$ cat src/rtl/slot_pkg.sv
// Shared types and constants for the slot-machine reel controller.
`timescale 1ns/1ps
package slot_pkg;

    localparam int unsigned DIGIT_W   = 4;
    localparam int unsigned NUM_REELS = 3;
    localparam int unsigned NUM_BTNS  = NUM_REELS + 1;

    // Per-reel advance amounts; coprime with 10 so every reel visits all symbols.
    localparam logic [DIGIT_W-1:0] REEL_STEP0 = 4'd1;
    localparam logic [DIGIT_W-1:0] REEL_STEP1 = 4'd3;
    localparam logic [DIGIT_W-1:0] REEL_STEP2 = 4'd7;

    localparam logic [DIGIT_W-1:0] JACKPOT_DIGIT = 4'd7;

    typedef enum logic [1:0] {
        ST_IDLE   = 2'd0,
        ST_SPIN   = 2'd1,
        ST_RESULT = 2'd2
    } state_e;

    // BCD add modulo 10; operands are always 0..9.
    function automatic logic [DIGIT_W-1:0] next_digit(input logic [DIGIT_W-1:0] d,
                                                      input logic [DIGIT_W-1:0] step);
        logic [DIGIT_W:0] sum;
        sum = {1'b0, d} + {1'b0, step};
        if (sum >= 5'd10) begin
            sum = sum - 5'd10;
        end
        return sum[DIGIT_W-1:0];
    endfunction

endpackage

$ cat src/rtl/reel_counter.sv
// One reel: BCD symbol register stepped modulo 10 unless frozen.
`timescale 1ns/1ps
module reel_counter
    import slot_pkg::*;
(
    input  logic               clk,
    input  logic               rst_n,
    input  logic [DIGIT_W-1:0] step,
    input  logic               advance,
    input  logic               freeze,
    output logic [DIGIT_W-1:0] digit
);

    logic [DIGIT_W-1:0] digit_q;
    logic [DIGIT_W-1:0] digit_d;

    // Next symbol: freeze wins over a coincident advance.
    always_comb begin
        digit_d = digit_q;
        if (advance && !freeze) begin
            digit_d = next_digit(digit_q, step);
        end
    end

    // Symbol register.
    always_ff @(posedge clk or negedge rst_n) begin
        if (!rst_n) begin
            digit_q <= '0;
        end else begin
            digit_q <= digit_d;
        end
    end

    assign digit = digit_q;

endmodule

$ cat src/rtl/slot_reel_ctrl.sv
// Three-reel slot machine controller: button conditioning, spin FSM, result flags.
`timescale 1ns/1ps
module slot_reel_ctrl
    import slot_pkg::*;
#(
    parameter int unsigned TIMEOUT_TICKS = 100
) (
    input  logic       clock6MHz,
    input  logic       resetN,
    input  logic       tick10Hz,
    input  logic       startBtn,
    input  logic [2:0] stopBtn,
    output logic [3:0] digit0,
    output logic [3:0] digit1,
    output logic [3:0] digit2,
    output logic [2:0] stopped,
    output logic       busy,
    output logic       win,
    output logic       pair,
    output logic       jackpot
);

    localparam int unsigned CNT_W = $clog2(TIMEOUT_TICKS + 1);

    // Button conditioning: bit 0 = start, bits 3:1 = stop reel 0..2.
    logic [NUM_BTNS-1:0] sync1_q, sync1_d;
    logic [NUM_BTNS-1:0] sync2_q, sync2_d;
    logic [NUM_BTNS-1:0] prev_q,  prev_d;
    logic [1:0]          settle_q, settle_d;
    logic [NUM_BTNS-1:0] btn_ev;
    logic                start_ev;
    logic [2:0]          stop_ev;

    state_e              state_q, state_d;
    logic [2:0]          stopped_q, stopped_d;
    logic [CNT_W-1:0]    cnt_q, cnt_d;
    logic                busy_q, busy_d;
    logic                win_q, win_d;
    logic                pair_q, pair_d;
    logic                jackpot_q, jackpot_d;

    logic                in_spin;
    logic                timeout_hit;
    logic [2:0]          stop_acc;
    logic [2:0]          freeze_vec;
    logic                reel_adv;
    logic [DIGIT_W-1:0]  d0, d1, d2;

    // Two-flop synchroniser and rising-edge detect; events masked until the
    // pipeline holds real samples so a button held through reset stays silent.
    always_comb begin
        sync1_d  = {stopBtn, startBtn};
        sync2_d  = sync1_q;
        prev_d   = sync2_q;
        settle_d = (settle_q == 2'd3) ? settle_q : settle_q + 2'd1;
        btn_ev   = sync2_q & ~prev_q & {NUM_BTNS{settle_q == 2'd3}};
        start_ev = btn_ev[0];
        stop_ev  = btn_ev[3:1];
    end

    // All sequential state.
    always_ff @(posedge clock6MHz or negedge resetN) begin
        if (!resetN) begin
            sync1_q   <= '0;
            sync2_q   <= '0;
            prev_q    <= '0;
            settle_q  <= '0;
            state_q   <= ST_IDLE;
            stopped_q <= '0;
            cnt_q     <= '0;
            busy_q    <= 1'b0;
            win_q     <= 1'b0;
            pair_q    <= 1'b0;
            jackpot_q <= 1'b0;
        end else begin
            sync1_q   <= sync1_d;
            sync2_q   <= sync2_d;
            prev_q    <= prev_d;
            settle_q  <= settle_d;
            state_q   <= state_d;
            stopped_q <= stopped_d;
            cnt_q     <= cnt_d;
            busy_q    <= busy_d;
            win_q     <= win_d;
            pair_q    <= pair_d;
            jackpot_q <= jackpot_d;
        end
    end

    // Next-state logic.
    always_comb begin
        state_d = state_q;
        case (state_q)
            ST_IDLE:   if (start_ev) state_d = ST_SPIN;
            ST_SPIN:   if (stopped_q == 3'b111) state_d = ST_RESULT;
            ST_RESULT: if (start_ev) state_d = ST_SPIN;
            default:   state_d = ST_IDLE;
        endcase
    end

    // Reel freeze control, timeout counter and result flags.
    always_comb begin
        in_spin     = (state_q == ST_SPIN);
        stop_acc    = in_spin ? (stop_ev & ~stopped_q) : 3'b000;
        timeout_hit = in_spin && (cnt_q == CNT_W'(TIMEOUT_TICKS));
        freeze_vec  = stopped_q | stop_acc | {3{timeout_hit}};
        reel_adv    = in_spin && tick10Hz;

        stopped_d = stopped_q;
        cnt_d     = cnt_q;
        if (!in_spin && state_d == ST_SPIN) begin
            stopped_d = 3'b000;
            cnt_d     = '0;
        end else if (in_spin) begin
            stopped_d = freeze_vec;
            if (stop_acc != 3'b000) begin
                cnt_d = '0;
            end else if (tick10Hz && cnt_q < CNT_W'(TIMEOUT_TICKS)) begin
                cnt_d = cnt_q + CNT_W'(1);
            end
        end

        busy_d    = (state_d == ST_SPIN);
        win_d     = win_q;
        pair_d    = pair_q;
        jackpot_d = jackpot_q;
        if (state_d != ST_RESULT) begin
            win_d     = 1'b0;
            pair_d    = 1'b0;
            jackpot_d = 1'b0;
        end else if (in_spin) begin
            // Digits are stable once every reel is frozen; latch on entry.
            win_d     = (d0 == d1) && (d1 == d2);
            jackpot_d = win_d && (d0 == JACKPOT_DIGIT);
            pair_d    = ((d0 == d1) || (d1 == d2) || (d0 == d2)) && !win_d;
        end
    end

    reel_counter u_reel0 (
        .clk     (clock6MHz),
        .rst_n   (resetN),
        .step    (REEL_STEP0),
        .advance (reel_adv),
        .freeze  (freeze_vec[0]),
        .digit   (d0)
    );

    reel_counter u_reel1 (
        .clk     (clock6MHz),
        .rst_n   (resetN),
        .step    (REEL_STEP1),
        .advance (reel_adv),
        .freeze  (freeze_vec[1]),
        .digit   (d1)
    );

    reel_counter u_reel2 (
        .clk     (clock6MHz),
        .rst_n   (resetN),
        .step    (REEL_STEP2),
        .advance (reel_adv),
        .freeze  (freeze_vec[2]),
        .digit   (d2)
    );

    assign digit0  = d0;
    assign digit1  = d1;
    assign digit2  = d2;
    assign stopped = stopped_q;
    assign busy    = busy_q;
    assign win     = win_q;
    assign pair    = pair_q;
    assign jackpot = jackpot_q;

endmodule

$ cat config.mk
export PLATFORM = sky130hd
export DESIGN_NAME = slot_reel_ctrl
export DESIGN_NICKNAME = d
export VERILOG_FILES = /design/src/rtl/slot_pkg.sv /design/src/rtl/reel_counter.sv /design/src/rtl/slot_reel_ctrl.sv
export SDC_FILE = /design/constraint.sdc
export NUM_CORES = 1
export LEC_CHECK = 0
export ABC_AREA = 0
export BUFFER_PORTS_ARGS = -buffer_cell sky130_fd_sc_hd__buf_4
export CORE_ASPECT_RATIO = 2
export CORE_MARGIN = 10
export CORE_UTILIZATION = 35
export DETAILED_ROUTE_END_ITERATION = 8
export REMOVE_ABC_BUFFERS = 1
export SYNTH_ARGS = -nofsm -noshare
export SYNTH_HDL_FRONTEND = slang
export SYNTH_SLANG_ARGS = --single-unit
$ cat constraint.sdc
create_clock -name clock6MHz -period 2.7 [get_ports clock6MHz]
set_clock_uncertainty 0.15 [all_clocks]
set_input_delay 0.405 -clock clock6MHz [delete_from_list [all_inputs] [get_ports clock6MHz]]
set_output_delay 0.405 -clock clock6MHz [all_outputs]
set_load 0.01 [all_outputs]
==> flow_summary.toml <==
[status]
status = "finished clean"

[flow_run]
max-cap-violations = 0

[placement]
final_replace_weighted_congestion = 0.793
post_dp_hpwl_mm = 3.91
io_buffers = 25
dpl-instance-area_um2 = 2630

[cells_and_area]
total_number_of_nets_in_the_final_design = 275
layout-area-overhead-vs-synth_pct = 17.9
antenna_cells_inserted = 0
finish.instance_area_um2 = 2780
fraction_of_final_layout_cells_with_drive_strength_greater_than_1_pct = 19.1
fillers = 665

[clock_tree]
cts_bufs_inserted = 5
worstSkewPairLatency_ps = 290
worst_setup_hold_path_clk_slew_ps = 60
cts_tree = "built"
clock_tree.root_cell = "sky130_fd_sc_hd__clkbuf_16"
clock_sink_count = 42
cts_post_setup_buffers_inserted = 0
cts_htree_levels = 2
max-clock-path-buffers = 2

[routing]
route.detailed.wl_per_inst_um = 15.1
dr_total_vias = 1779
antenna_left = 0
wirelength_mm = 5.20
drt_first_pass_iters = 4
drtIter0Drc = 97
met2_routed_wl_mm = 2.86
via_per_inst = 5.16
top_layer_reached_by_signal_wires = "met4"
detail_route.wirelength.met1_mm = 2.00
route.detailed.drc = 0
met3_length_um = 221

[global_routing]
globalRouteTotalUtil_pct = 10.3
grt_start_max_net_pins = 43
first_global_vias = 1742
grt_remaining_overflow = 0
antenna_found_initial = 0
grt_pass1_wl_mm = 8.71

[sta]
max_slew_violation_total_from_the_final_report = 0
fmax_ghz = 0.410
rsz0062_at_grt = "false"
max-slew-margin-rel_pct = 63.0
worst_pin_slew_ps = 552
min_period_over_period_pct = 90.4
fin_setup_tns_ps = 0
layout_min_cycle_time_ps = 2440
setup_viol_count_final = 0
final-hold-violation-count = 0

[synthesis]
synth_enable_flop_cells = 0
synth.top_cell.area_share_pct = 44.6
yosys_register_bits = 42
synth_area_um2 = 2360
synth.yosys.seq_area_share_pct = 44.6
ys_async_sr_fraction_pct = 100
synthDominantAreaCellType = "sky130_fd_sc_hd__dfrtp_1"
netlist_top_cells_area = "sky130_fd_sc_hd__dfrtp_1 (45%), sky130_fd_sc_hd__xnor2_1 (7.8%), sky130_fd_sc_hd__ha_1 (6.4%)"
synth_top_cells_by_count = "sky130_fd_sc_hd__dfrtp_1 (42), sky130_fd_sc_hd__xnor2_1 (21), sky130_fd_sc_hd__nor2_1 (18)"
post-synth-top-count-cell = "sky130_fd_sc_hd__dfrtp_1"
ys_dominant_reg_cell = "sky130_fd_sc_hd__dfrtp_1"
netlist-cell-type-count = 53
synth_area_per_cell_um2 = 10.3
ys.warnings.count = 0
syn_inst = 230

[setup_path]
worst_setup_path_start_kind = "flip-flop"
timing.reg2reg.worst_path_depth = 10
cp.arrival_ps = 2440
r2r_setup_slk_ps = 260
reg2reg_from = "u_reel2.digit[1]"
endpoint_kind = "flip-flop"
regToRegEndpoint = "u_reel2.digit[1]"
type_of_the_setup_path_with_the_least_slack = "reg -> reg"
critical_path_required_ps = 2700
worst-path-max-fanout = 8

[min_path]
hold_path.class = "in -> reg"
hold_path_start = "startBtn"
min_path_cells = 1
whs_endpoint = "sync1_q[0]"

[floorplan]
num_io_pins = 26
fp.dieArea_um2 = 10600
die_height_um = 136
fp.coreArea_um2 = 6570
initial_core_util_pct = 35.9
core_rows = 42
die_width_um = 78.0

[power]
p_leak_nw = 1.24
power_per_cell_area_nw_per_um2 = 1220
vdd_ir_drop_max_v = 0.000767
-- state kept, by name, summed over array words and instances, names as in the netlist --
register,count
jackpot,1
win,1
prev_q,4
u_reel0.digit,4
prev_d,4
stopped,3
busy,1
u_reel1.digit,4
sync1_q,4
state_q,2
cnt_q,7
u_reel2.digit,4
pair,1
settle_q,2
-- metrics by stage --
stage / utilization [%] / cells / hold slack (ps) / worst slack [ps] / power (W)
floorplan: - / 217 / -40.6 / 312 / 0.00223
global placement: 40.0 / 336 / 184 / 310 / 0.00280
detailed placement: 40.0 / 336 / 186 / 276 / 0.00282
CTS: 42.3 / 345 / 62.1 / 257 / 0.00343
global route: 42.3 / 345 / 59.0 / 2.41 / 0.00367
finish: 42.3 / 345 / 65.5 / 259 / 0.00339
-- critical path: stages (launching register included) --
cell and delay, ps:
sky130_fd_sc_hd__dfrtp_1 490, sky130_fd_sc_hd__inv_1 100, sky130_fd_sc_hd__ha_1 220, sky130_fd_sc_hd__nand2b_1 160, sky130_fd_sc_hd__and2_1 170, sky130_fd_sc_hd__ha_1 220
sky130_fd_sc_hd__nor2b_1 140, sky130_fd_sc_hd__a21boi_1 170, sky130_fd_sc_hd__nor3_1 220, sky130_fd_sc_hd__xor2_1 170, sky130_fd_sc_hd__mux2i_1 90
-- layer usage --
metal	track usage, %	vias to the layer above
li1	-	863
met1	10.1	871
met2	18.8	35
met3	3.24	10
met4	4.71	0
met5	0	-
-- repair_timing --
item,in CTS,in global routing
hold buffers,1,0
resized for setup,0,0
endpoints found under the hold margin,42,0
-- layout make-up --
class | count | area, um2 | area share, %
Timing Repair Buffer | 32 | 243 | 8.73
Clock buffer | 6 | 129 | 4.63
Inverter | 12 | 45.0 | 1.62
Multi-Input combinational cell | 163 | 1190 | 42.8
Sequential cell | 42 | 1050 | 37.8
Tap cell | 88 | 110 | 3.96
Clock inverter | 2 | 13.8 | 0.495
-- power breakdown --
group	internal, W	total (W)	switching, W	leakage (nW)
Combinational	0.000852	0.00178	0.000925	0.661
Sequential	0.000784	0.00101	0.000230	0.506
Clock	0.000343	0.000594	0.000251	0.0708
Total	0.00198	0.00339	0.00141	1.24
-- cell families after synthesis --
group                      count (synthesis)  share of synthesized area (%)
AOI/OAI and AO/OA                         39                           12.0
xor gates and xnor gates                  27                           10.0
adders and majority gates                 12                           6.37
buffers and inverters                     25                           4.99
DFF                                       42                           44.6
muxes                                      3                           1.33
and+or+nand+nor                           82                           20.7
-- worst max-delay path by stage --
| stage | end | depth (start not counted) | from |
|---|---|---|---|
| floorplan | u_reel1.digit[2] | 9 | u_reel1.digit[0] |
| global placement | u_reel2.digit[1] | 10 | u_reel2.digit[1] |
| detailed placement | u_reel2.digit[1] | 10 | u_reel2.digit[1] |
| CTS | u_reel2.digit[1] | 10 | u_reel2.digit[1] |
| global route | u_reel1.digit[1] | 9 | u_reel1.digit[0] |
| finish | u_reel2.digit[1] | 10 | u_reel2.digit[1] |
-- cells in the final DEF, fill, tap and decap left out, drive strengths merged, types with 7 or more instances in the layout --
master	instances
dfrtp	42
ha	12
nand2	16
xnor2	21
a21oi	9
nand3	7
buf	31
inv	12
nand4	9
nor2	18
Power figures use the tool's default switching activity.
